==> config.mk <==
export PLATFORM = sky130hd
export DESIGN_NAME = tdm_demux
export DESIGN_NICKNAME = d
export VERILOG_FILES = /design/src/rtl/tdm_demux.sv
export SDC_FILE = /design/constraint.sdc
export NUM_CORES = 1
export LEC_CHECK = 0
export CAP_MARGIN = 20
export CORE_AREA = 4 4 41 43
export DETAILED_ROUTE_END_ITERATION = 8
export DIE_AREA = 0 0 45 47
export SYNTH_ARGS = -nofsm -noshare
export SYNTH_HDL_FRONTEND = slang
export SYNTH_SLANG_ARGS = --single-unit
export TNS_END_PERCENT = 5
==> constraint.sdc <==
create_clock -name clk -period 1.3 [get_ports clk]
set_input_delay 0.13 -clock clk [delete_from_list [all_inputs] [get_ports clk]]
set_output_delay 0.13 -clock clk [all_outputs]
set_load 0.01 [all_outputs]
==> src/rtl/tdm_demux.sv <==
// tdm_demux: receive-side time-division demultiplexer.
// Each slot word of a sof-marked frame is collected into a shadow register.
// When the last slot arrives, the whole frame is published on y with a
// one-cycle y_valid strobe. An early sof aborts the partial frame and
// pulses frame_err.
module tdm_demux #(
  parameter int WIDTH    = 1,
  parameter int CHANNELS = 2,
  localparam int SW      = $clog2(CHANNELS)
) (
  input  logic                      clk,
  input  logic                      rst,
  input  logic [WIDTH-1:0]          din,
  input  logic                      din_valid,
  input  logic                      sof,
  output logic [CHANNELS*WIDTH-1:0] y,
  output logic                      y_valid,
  output logic [SW-1:0]             sel,
  output logic                      frame_err
);

  typedef enum logic {
    HUNT,
    COLLECT
  } state_t;

  state_t                    r_state;
  state_t                    w_state_nxt;
  logic [SW-1:0]             r_sel;
  logic [SW-1:0]             w_sel_nxt;
  logic [WIDTH-1:0]          r_shadow [CHANNELS];
  logic [CHANNELS*WIDTH-1:0] r_y;
  logic                      r_y_valid;
  logic                      r_frame_err;

  logic                      w_load_first;
  logic                      w_load_slot;
  logic                      w_complete;
  logic                      w_err;
  logic [CHANNELS*WIDTH-1:0] w_frame;

  // State and slot-index register.
  always_ff @(posedge clk or posedge rst) begin
    if (rst) begin
      r_state <= HUNT;
      r_sel   <= '0;
    end else begin
      r_state <= w_state_nxt;
      r_sel   <= w_sel_nxt;
    end
  end

  // Next-state, next-slot and per-word actions.
  always_comb begin
    w_state_nxt  = r_state;
    w_sel_nxt    = r_sel;
    w_load_first = 1'b0;
    w_load_slot  = 1'b0;
    w_complete   = 1'b0;
    w_err        = 1'b0;
    case (r_state)
      HUNT: begin
        // Words without sof are dropped while searching for frame start.
        if (din_valid && sof) begin
          w_load_first = 1'b1;
          w_sel_nxt    = SW'(1);
          w_state_nxt  = COLLECT;
        end
      end
      COLLECT: begin
        if (din_valid) begin
          if (sof) begin
            // Early sof: drop the partial frame and restart from slot 0.
            w_err        = 1'b1;
            w_load_first = 1'b1;
            w_sel_nxt    = SW'(1);
          end else if (r_sel == SW'(CHANNELS - 1)) begin
            w_complete  = 1'b1;
            w_sel_nxt   = '0;
            w_state_nxt = HUNT;
          end else begin
            w_load_slot = 1'b1;
            w_sel_nxt   = r_sel + SW'(1);
          end
        end
      end
      default: begin
        w_state_nxt = HUNT;
        w_sel_nxt   = '0;
      end
    endcase
  end

  // Completed frame: collected slots plus the last slot taken straight from din.
  always_comb begin
    w_frame = '0;
    for (int unsigned c = 0; c < CHANNELS - 1; c++) begin
      w_frame[c*WIDTH +: WIDTH] = r_shadow[c];
    end
    w_frame[(CHANNELS-1)*WIDTH +: WIDTH] = din;
  end

  // Shadow slot capture.
  always_ff @(posedge clk or posedge rst) begin
    if (rst) begin
      for (int unsigned c = 0; c < CHANNELS; c++) begin
        r_shadow[c] <= '0;
      end
    end else if (w_load_first) begin
      r_shadow[0] <= din;
    end else if (w_load_slot) begin
      r_shadow[r_sel] <= din;
    end
  end

  // Output frame register and single-cycle status strobes.
  always_ff @(posedge clk or posedge rst) begin
    if (rst) begin
      r_y         <= '0;
      r_y_valid   <= 1'b0;
      r_frame_err <= 1'b0;
    end else begin
      r_y_valid   <= w_complete;
      r_frame_err <= w_err;
      if (w_complete) begin
        r_y <= w_frame;
      end
    end
  end

  assign y         = r_y;
  assign y_valid   = r_y_valid;
  assign frame_err = r_frame_err;
  assign sel       = r_sel;

endmodule

## Yosys cells after proc, flatten, opt, wreduce, memory -nomap -nowiden

Index checks and enable logic that the tools add are counted.

- Register bits: 8
- Logic and storage cells: 46
- Input port bits: 5
- Output and inout bits: 5

- Bitwise logic cells: 3
- Equal/unequal tests: 2
- Reductions and logical operators: 5
- Order comparisons: 2
- Add/subtract/negate cells: 1
- Muxes and demuxes: 26

Operator list:

| cell | count |
|---|---|
| $mux 1 | 20 |
| $pmux 1 s2 | 3 |
| $ne 2x2->1 const B | 2 |
| $reduce_and 2->1 | 2 |
| $bwmux 2 | 1 |
| $ge 2x2->1 const B | 1 |
| $logic_and 1x1->1 | 2 |
| $lt 2x1->1 const B | 1 |
| $mux 2 | 1 |
| $not 1->1 | 2 |
| $not 1->2 | 1 |
| $reduce_bool 2->1 | 1 |
| $add 1x1->1 const B | 1 |
| $demux 1 s1 | 1 |

## Depth between registers and ports, before layout

- Depth in word-level cells: 8
- Depth in mapped cells: 3
- Gate-level depth less buffers: 3

## Least setup slack after synthesis

No wires, ideal clock.

- Path kind: register to register
- Start: register r_state
- End: register r_shadow[1] in the netlist's numbering
- Buffers on the path: 0
- Cell stages (with the launch flop): 4
- Arrival: 944 ps
- Slack: 229 ps
- Data required time: 1172 ps
- Library setup time: 128 ps
- Period minus slack after synthesis: 1071 ps
- Cells stage by stage: dfrtp_1 -> nor2b_1 -> o21ai_1 -> mux2_1

- Longest elaborated chain between the ends: 3
- Elaborated cells on any way between the ends: 5
- Those cells by class: 3 x mux; 1 x bitwise; 1 x reduce/logical

RTL lines:

| what | RTL line | text |
|---|---|---|
| start, declared | 27 | `state_t r_state;` |
| start signal, assigned | 48 | `r_state <= w_state_nxt;` |
| $not 1->1 | n/a |  |
| $pmux 1 s2 | 61 | `case (r_state)` |
| $mux 1 or $reduce_bool 2->1 (tied branches) | n/a |  |
| end signal, assigned by index | 112 | `r_shadow[r_sel] <= din;` |
| end, declared | 31 | `logic [WIDTH-1:0] r_shadow [CHANNELS];` |

Parallel ways exist; a longest one is shown, timed or not.
A chain may end at the register's enable or synchronous reset.

## Worst setup path after layout

- Start: register r_y[1] (netlist: y[1])
- End: output port y[1]

RTL lines:

| what | RTL line | text |
|---|---|---|
| start, declared | 32 | `logic [CHANNELS*WIDTH-1:0] r_y;` |
| start signal, assigned | 126 | `r_y <= w_frame;` |
| end, declared | 16 | `output logic [CHANNELS*WIDTH-1:0] y,` |

No word-level cell between the ends.

==> metrics <==
status=finished, final reports clean; first-pass GRT wire length=952 um; synth warn=0; I/O Buffers=9; vias after detailed routing=196; Internal=0.000487 W; power share of the clock group=29.6%; sequential area share after synthesis=64.5%; die footprint=0.00212 sq mm; Startpoint Class=flop; net switching fraction of the power=approximately 25%; pre-CTS setup slack=-31.2 ps; Hold Fails Final Rpt=0; Core Area=between 0.001 and 0.0015 sq mm; Crit path largest cell delay=540 ps; wire per inst=11.1 um; Worst-Margin Slew=258 ps; DIE WIDTH=45 um; vias per cell=3.92; worst hold path type=in -> async; Yosys top cell area share=64.5%; synth top area cells=dfrtp_1 (65%), mux2_2 (8.3%), inv_1 (4.1%); top_reg_cell synth=dfrtp_1; count of cell types in the netlist=12; EDFF count, synth=0; H-tree depth=1; VDD IR max=0.590 mV; final wirelength=557 um; sequential share of power=44.7%; Slowest-stage cell, CP=clkdlybuf4s50_1; GRT Total Usage=6.93%; period utilization=96.8%; dpl hpwl=453 um; CTS tree=done; Layout area overhead=52.1%; Avg Inst Size Synth=12.9 sq um; final setup margin=41.6 ps; crit path max fanout=2; TritonRoute pass-1 iters=4; initial core utilization=20.9%; cell with the most instances after synthesis=dfrtp_1; leading area contributor after synthesis=dfrtp_1; FF+latch count, synth=7; Mapped Area=272 sq um; worst hold margin=102 ps; Max Freq=795 MHz; Reg clk slew, reported paths=50 ps; hold_buf cts=0; latest clock arrival within the worst-skew pair=around 250 ps; relative slew slack=82.8%; final core occ=31.7%; Crit path required time=1170 ps; vias in the first global route=225; max_cap viols=0; share of cells above drive strength 1=22.9%; power share of the combinational group=25.7%; WP buf/inv=1; Worst Setup Path Type=reg -> out; antenna cells=0; Root Driver=clkbuf_4; Routed Antenna Nets=0; Post-synth ARST share=100%; leakage=0.193 nW; Commonest cells post-synth=dfrtp_1 (7), inv_1 (3), mux2_2 (2); Final nets=41; crit path time final=1260 ps; Post-Syn Instances=21; Syn Nets=26; clock buffer depth=2; Critical Path, Cell by Cell=clkdlybuf4s50_1; Max Slew Vio Count=0; DR iter-0 viols=2; unrepaired setup endpoints after global routing=no; final setup fails=0; Net Sw Power=0.000166 W; GP Congestion=around 0.67; row count=13; CTS sink cnt=7; Crit path arrival time=between 1000 and 1500 ps; initial antenna violation count=0; crit end category=primary output; Pwr Total=0.000653 W; pwr/cell area=1580 mW/mm^2; TritonCTS Buffers=3; Crit path max-delay family=buffers and inverters; Vert. Die Dim=47 um; largest net degree at the start of global routing=8; Clock Skews=4.99 ps; grt total ovfl=0; # IOs=10; # DRC=0
## logic make-up after synthesis
family / synth area share (%)
buffers and inverters: 4.15
flip-flops: 64.5
multiplexers: 12.4
AND/OR/NAND/NOR: 9.68
AO/OA/AOI/OAI: 9.21
## sequential cells by signal, summed over array words and instances (netlist names)
name / cells
r_shadow: 1
sel: 1
y_valid: 1
r_state: 1
y: 2
frame_err: 1
## power groups by stage
stage | logic, W | clock network (W) | registers [W]
after floorplan | 0.0000529 | 0 | 0.000311
after global placement | 0.000170 | 0 | 0.000295
after detailed placement | 0.000175 | 0 | 0.000296
after CTS | 0.000172 | 0.000207 | 0.000292
after global routing | 0.000179 | 0.000221 | 0.000297
final | 0.000168 | 0.000193 | 0.000292
## final timing paths
| kind | from | endpoint | slack (ps) | cells past startpoint |
|---|---|---|---|---|
| max in group asynchronous | rst | sel | 990 | 2 |
| min in group clk | r_shadow[1] | r_shadow[1] | 490 | 1 |
| worst min register to register | r_shadow[1] | r_shadow[1] | 490 | 1 |
| worst max-delay path | y[1] | y[1] | 40 | 1 |
| worst max register to register | r_state | r_shadow[1] | 160 | 3 |
| worst min-delay path | rst | y_valid | 100 | 2 |
## metrics by stage
| stage | cells | cell area [sq um] | setup TNS (ps) |
|---|---|---|---|
| CTS | 50 | 413 | 0 |
| global placement | 46 | 388 | 0 |
| floorplan | 21 | 272 | 0 |
| finish | 50 | 413 | 0 |
| global route | 50 | 413 | 0 |
| detailed placement | 46 | 388 | -58.7 |
## final cells by class
cell class,count,area [sq um]
multi-input cells,11,85.1
flip-flops and latches,7,175
fillers,146,888
repair buffers,10,96.3
well taps,15,18.8
inverters,3,11.3
clock buffers,4,26.3
## routing by layer
layer	track usage, %	wire length [um]
met5	0	0
met4	5.26	0
met3	4.60	31
met2	11.3	315
met1	6.05	210
## worst reg2reg max path, stage by stage, from the launching register on
cell and delay, ps:
dfrtp_1 410, nor2b_1 140, o21ai_1 130, mux2_1 330
## cell usage in the layout (no fill, tap or decap), drive strengths merged
| master | synthesis | final |
|---|---|---|
| nand4b | 1 | 1 |
| nor2b | 1 | 1 |
| nand2 | 1 | 1 |
| mux2 | 3 | 3 |
| a21oi | 1 | 1 |
| clkbuf | 0 | 4 |
| inv | 3 | 3 |
| dfrtp | 7 | 7 |
| and3 | 1 | 1 |
| buf | 0 | 1 |
| a22o | 1 | 1 |
| o21ai | 2 | 2 |
| clkdlybuf4s50 | 0 | 8 |
| dlygate4sd2 | 0 | 1 |
## timing repair
| item | CTS | global route |
|---|---|---|
| gates resized for setup | 1 | 0 |
| buffers inserted | 0 | 0 |
| setup endpoints to repair | 1 | 0 |
Note: power is estimated with default switching activity, not from simulation.
